--- config.mk ---
export PLATFORM = sky130hd
export DESIGN_NAME = im_loader
export DESIGN_NICKNAME = d
export VERILOG_FILES = /design/src/rtl/im_loader_pkg.sv /design/src/rtl/im_loader_byte_packer.sv /design/src/rtl/im_loader.sv
export SDC_FILE = /design/constraint.sdc
export NUM_CORES = 1
export LEC_CHECK = 0
export ABC_AREA = 1
export BUFFER_PORTS_ARGS = -buffer_cell sky130_fd_sc_hd__buf_2
export CELL_PAD_IN_SITES_DETAIL_PLACEMENT = 0
export CELL_PAD_IN_SITES_GLOBAL_PLACEMENT = 2
export CORE_UTILIZATION = 31
export DETAILED_ROUTE_END_ITERATION = 10
export PLACE_DENSITY = 0.81
export RECOVER_POWER = 25
export SLEW_MARGIN = 30
export SYNTH_ARGS = -nofsm -noshare
export SYNTH_HDL_FRONTEND = slang
export SYNTH_SLANG_ARGS = --single-unit
--- constraint.sdc ---
create_clock -name clk -period 4.6 [get_ports clk]
set_input_delay 0 -clock clk [delete_from_list [all_inputs] [get_ports clk]]
set_output_delay 0 -clock clk [all_outputs]
set_load 0.05 [all_outputs]
--- src/rtl/im_loader_pkg.sv ---
`default_nettype none
// ============================================================================
//  Module      : im_loader_pkg
//  Description : Shared constants and FSM state encoding for the IM loader.
//  Revision    : 1.0  initial release
// ============================================================================
package im_loader_pkg;

    localparam logic [15:0] c_code_seg_pc = 16'h3000;
    localparam int          c_im_words    = 8192;

    typedef enum logic [1:0] {
        S_IDLE    = 2'd0,
        S_COLLECT = 2'd1,
        S_WRITE   = 2'd2,
        S_DONE    = 2'd3
    } state_t;

endpackage
`default_nettype wire

--- src/rtl/im_loader_byte_packer.sv ---
`default_nettype none
// ============================================================================
//  Module      : im_loader_byte_packer
//  Description : 8->32 big-endian shift register with a 2-bit byte counter.
//  Revision    : 1.0  initial release
// ============================================================================
module im_loader_byte_packer #(
    parameter int DATA_W = 32
) (
    input  logic              clk,
    input  logic              rst,
    input  logic              clr,
    input  logic              shift_en,
    input  logic [7:0]        byte_in,
    output logic [DATA_W-1:0] word_out,
    output logic              full
);

    logic [DATA_W-1:0] r_word;
    logic [1:0]        r_cnt;

    // Shifting left places the first byte of the word in the MSB lane.
    always_ff @(posedge clk or posedge rst) begin
        if (rst) begin
            r_word <= '0;
            r_cnt  <= 2'd0;
        end else begin
            if (clr)
                r_cnt <= 2'd0;
            else if (shift_en)
                r_cnt <= r_cnt + 2'd1;
            if (shift_en)
                r_word <= {r_word[DATA_W-9:0], byte_in};
        end
    end

    assign word_out = r_word;
    assign full     = shift_en && (r_cnt == 2'd3);

endmodule
`default_nettype wire

--- src/rtl/im_loader.sv ---
`default_nettype none
// ============================================================================
//  Module      : im_loader
//  Description : Packs a byte stream into 32-bit words and writes them to IM.
//  Revision    : 1.0  initial release
// ============================================================================
module im_loader
    import im_loader_pkg::*;
#(
    parameter int ADDR_W = 16,
    parameter int DATA_W = 32,
    parameter int CNT_W  = 14
) (
    input  logic              clk,
    input  logic              rst,
    input  logic              start,
    input  logic [ADDR_W-1:0] base_addr,
    input  logic [CNT_W-1:0]  word_count,
    input  logic              byte_valid,
    input  logic [7:0]        byte_data,
    output logic              byte_ready,
    output logic              im_we,
    output logic [ADDR_W-1:0] im_addr,
    output logic [DATA_W-1:0] im_din,
    output logic              busy,
    output logic              done
);

    localparam logic [ADDR_W-1:0] c_addr_step = ADDR_W'(4);

    state_t            r_state;
    logic              r_ready;
    logic              r_we;
    logic [ADDR_W-1:0] r_addr;
    logic [CNT_W-1:0]  r_remaining;
    logic              r_busy;
    logic              r_done;

    logic              w_shift;
    logic              w_full;
    logic              w_clr;
    logic [ADDR_W-1:0] w_base_aligned;

    assign w_base_aligned = base_addr & ~ADDR_W'(3);
    assign w_shift        = byte_valid && r_ready;
    assign w_clr          = (r_state == S_WRITE);

    im_loader_byte_packer #(
        .DATA_W (DATA_W)
    ) u_packer (
        .clk      (clk),
        .rst      (rst),
        .clr      (w_clr),
        .shift_en (w_shift),
        .byte_in  (byte_data),
        .word_out (im_din),
        .full     (w_full)
    );

    // Outputs are registered with the state so they change on the same edge.
    always_ff @(posedge clk or posedge rst) begin
        if (rst) begin
            r_state     <= S_IDLE;
            r_ready     <= 1'b0;
            r_we        <= 1'b0;
            r_addr      <= '0;
            r_remaining <= '0;
            r_busy      <= 1'b0;
            r_done      <= 1'b0;
        end else begin
            case (r_state)
                S_IDLE, S_DONE: begin
                    if (start) begin
                        r_addr      <= w_base_aligned;
                        r_remaining <= word_count;
                        if (word_count == '0) begin
                            r_state <= S_DONE;
                            r_done  <= 1'b1;
                        end else begin
                            r_state <= S_COLLECT;
                            r_ready <= 1'b1;
                            r_busy  <= 1'b1;
                            r_done  <= 1'b0;
                        end
                    end
                end
                S_COLLECT: begin
                    if (w_full) begin
                        r_state <= S_WRITE;
                        r_ready <= 1'b0;
                        r_we    <= 1'b1;
                    end
                end
                S_WRITE: begin
                    r_we        <= 1'b0;
                    r_addr      <= r_addr + c_addr_step;
                    r_remaining <= r_remaining - CNT_W'(1);
                    if (r_remaining == CNT_W'(1)) begin
                        r_state <= S_DONE;
                        r_busy  <= 1'b0;
                        r_done  <= 1'b1;
                    end else begin
                        r_state <= S_COLLECT;
                        r_ready <= 1'b1;
                    end
                end
                default: r_state <= S_IDLE;
            endcase
        end
    end

    assign byte_ready = r_ready;
    assign im_we      = r_we;
    assign im_addr    = r_addr;
    assign busy       = r_busy;
    assign done       = r_done;

endmodule
`default_nettype wire

==> qor.csv <==
metric,value,unit
dr.pass1.iters,4,
powerDensity,831,nW/um^2
cap_violations,0,
netlist_instances,481,
r2r-end,done,
drtAntennaViolNets,0,
timing.hold.ws,0.00845,ns
cts_setup_buffers,0,
holdPathStages,4,
numCtsBuffers,9,
synth-main-ff-cell,dfrtp_1,
die_w,110,um
min_path_type,primary input to flip-flop,
avgSynthCellArea,7.45,sq um
outcome,finished clean,
dp_hpwl,6450,um
crit_arrival,2.80,ns
die-area,12000,sq um
finalSetupViolCount,0,
skew,0.00501,ns
fmax,389,MHz
r2r_slack,2.03,ns
setup_tns,0,ns
clock_sinks,68,
ys_ff_latch,68,
wl_per_cell,13.3,um
n_antenna_cell,0,
clkPwrFrac,0.195,
viasPerCell,4.62,
worstMarginPinSlew,0.879,ns
core,11000,sq um
start_util,0.325,
maxSlewViolCount,0,
worstPathMaxFanout,35,
finalHoldViolCount,0,
startpoint_type,flip-flop,
clockRootBuffer,clkbuf_16,
synth.mux.area_fraction,0,
r2r_cells,11,
port_buffers,89,
wirelength,9850,um
relSlewSlack,0.413,
grt_pass1_vias,3317,
antenna_found_initial,0,
synth-xor-area-share,0.00244,
layout-drive-gt1-share,0.196,
grt_max_degree,69,
gp_congestion,0.746,
p_comb_frac,0.526,
nets,646,
rows,38,
rsz0062_at_grt,no,
switching_share,0.517,
track_usage,0.179,
synth_edf_count,0,
async_flop_share,1.00,
min_from,word_count[7],
io_pins,94,
endpoint_kind,flip-flop,
power.net_switching,2.06,mW
synth_compound_gate_area_share,0.121,
p_total,3.99,mW
cts_tree,done,
clk_latency,0.33,ns
dr.first_iter.drc_count,170,
netlist_area,3580,sq um
drc,0,
path_clk_slew,0.06,ns
die_y,110,um
ir_drop,433,uV
ctsLongestPathBuffers,2,
layout_min_cycle_time,2.57,ns
required,4.83,ns
leakage,2.45,nW
vias,3434,
post-route-period-util,0.559,
pwr-share-seq,0.279,
yosysSeqAreaShare,0.475,
synth_top_family_by_area,simple AND/OR/NAND/NOR gates,
synthSimpleGateAreaFrac,0.289,
path_class,flip-flop to flip-flop,
synth_cell_types,29,
yosys.area_share.adder,0.0209,
syn2layout_area_growth,34.0,%
cts_htree_levels,3,
r2r_start,r_state[0],
p_int,1.93,mW
yosys_warnings,0,
grt_pass1_wl,16200,um
hold_end,r_remaining[7],
overflow,0,
-- Yosys cell counts (2+ instances only) --
master | count | area share
nor2_1 | 65 | 0.068
nand3_1 | 31 | 0.043
buf_4 | 6 | 0.013
o21ai_0 | 43 | 0.060
inv_2 | 3 | 0.0031
dfrtp_1 | 68 | 0.47
or2_2 | 3 | 0.0052
a31oi_1 | 2 | 0.0035
o211ai_1 | 6 | 0.013
a21oi_1 | 7 | 0.0098
nor3_1 | 4 | 0.0056
a211oi_1 | 3 | 0.0063
o22ai_1 | 5 | 0.0087
buf_2 | 2 | 0.0028
nand2_1 | 134 | 0.14
o21ai_1 | 7 | 0.0098
nand4_1 | 10 | 0.017
ha_1 | 6 | 0.021
nand3b_1 | 2 | 0.0042
inv_1 | 56 | 0.059
clkbuf_1 | 10 | 0.010
-- timing repair --
item                                   in CTS  in global routing
hold buffers                               31                  0
resized for setup                           0                  0
endpoints found under the hold margin      98                  0
-- cell usage in the layout, fill, tap and decap left out, drive strengths merged --
| cell | count |
|---|---|
| o22ai | 5 |
| nand2 | 135 |
| dlygate4sd3 | 31 |
| a22oi | 1 |
| clkbuf | 10 |
| nor2 | 65 |
| a211oi | 3 |
| o211ai | 7 |
| or2 | 4 |
| o21ai | 51 |
| a21oi | 7 |
| nand3b | 2 |
| conb | 2 |
| a31oi | 2 |
| dfrtp | 68 |
| xor2 | 1 |
| buf | 93 |
| nor3 | 4 |
| ha | 6 |
| inv | 61 |
| bufinv | 2 |
| clkinv | 2 |
| nand3 | 31 |
| nand4 | 10 |
-- per-stage QoR --
stage	instances	setup slack, ns	instance area, sq um	utilization
after global routing	743	1.79	4800	0.435
after detailed placement	695	1.50	4130	0.374
after global placement	695	1.54	4130	0.374
final	743	2.03	4800	0.435
after CTS	742	1.49	4770	0.433
after floorplan	482	2.89	3590	-
-- layout make-up --
class                           count  area, sq um
Clock buffer                       10          239
Clock inverter                      6         95.1
Fill cell                        1165         6230
Inverter                           59          221
Multi-Input combinational cell    336         1560
Sequential cell                    68         1700
Tap cell                          140          175
Timing Repair Buffer              124          810
-- kinds of logic after synthesis --
| family | count (synthesis) |
|---|---|
| adders and majority gates | 6 |
| AOI/OAI and AO/OA | 76 |
| other | 1 |
| and+or+nand+nor | 251 |
| buffers and inverters | 78 |
| xor gates and xnor gates | 1 |
| DFF | 68 |
-- how the worst max path moves through the flow --
stage,start,end,slack [ns],cells after the start
after global routing,r_state[0],done,1.79,11
after global placement,r_state[0],busy,1.54,10
final,r_state[0],done,2.03,11
after CTS,r_state[0],busy,1.49,10
after detailed placement,r_state[0],busy,1.50,10
after floorplan,rst,busy,2.89,1
-- worst max-delay path, cell delays in order, from the launching register on --
cell	delay, ns
dfrtp_1	0.38
inv_1	0.07
ha_1	0.14
buf_4	0.34
inv_2	0.27
o21ai_4	0.40
buf_16	0.22
nand2_4	0.17
inv_2	0.22
nand2_1	0.09
o21ai_1	0.08
inv_1	0.04
-- flip-flops by register name, summed over array words and instances (netlist names) --
| signal | flops |
|---|---|
| busy | 1 |
| u_packer.r_cnt | 2 |
| im_we | 1 |
| u_packer.word_out | 32 |
| r_remaining | 14 |
| done | 1 |
| im_addr | 14 |
| byte_ready | 1 |
| r_state | 2 |
-- routing by layer --
layer / wire [um] / part of all wire / up-vias / global-route usage
met5: 0 / 0 / - / 0
met4: 50 / 0.0051 / 0 / 0.0505
met3: 563 / 0.057 / 2 / 0.0599
met2: 4660 / 0.47 / 79 / 0.287
met1: 4570 / 0.46 / 1585 / 0.228
li1: - / - / 1768 / -
-- power groups by stage --
stage	logic (mW)	registers [mW]	clock network, mW
after floorplan	0.947	1.76	0
after global placement	2.04	1.11	0
after detailed placement	2.07	1.12	0
after CTS	2.09	1.12	0.805
after global routing	2.33	1.16	0.829
final	2.10	1.11	0.779
Note: power is estimated with default switching activity, not from simulation.
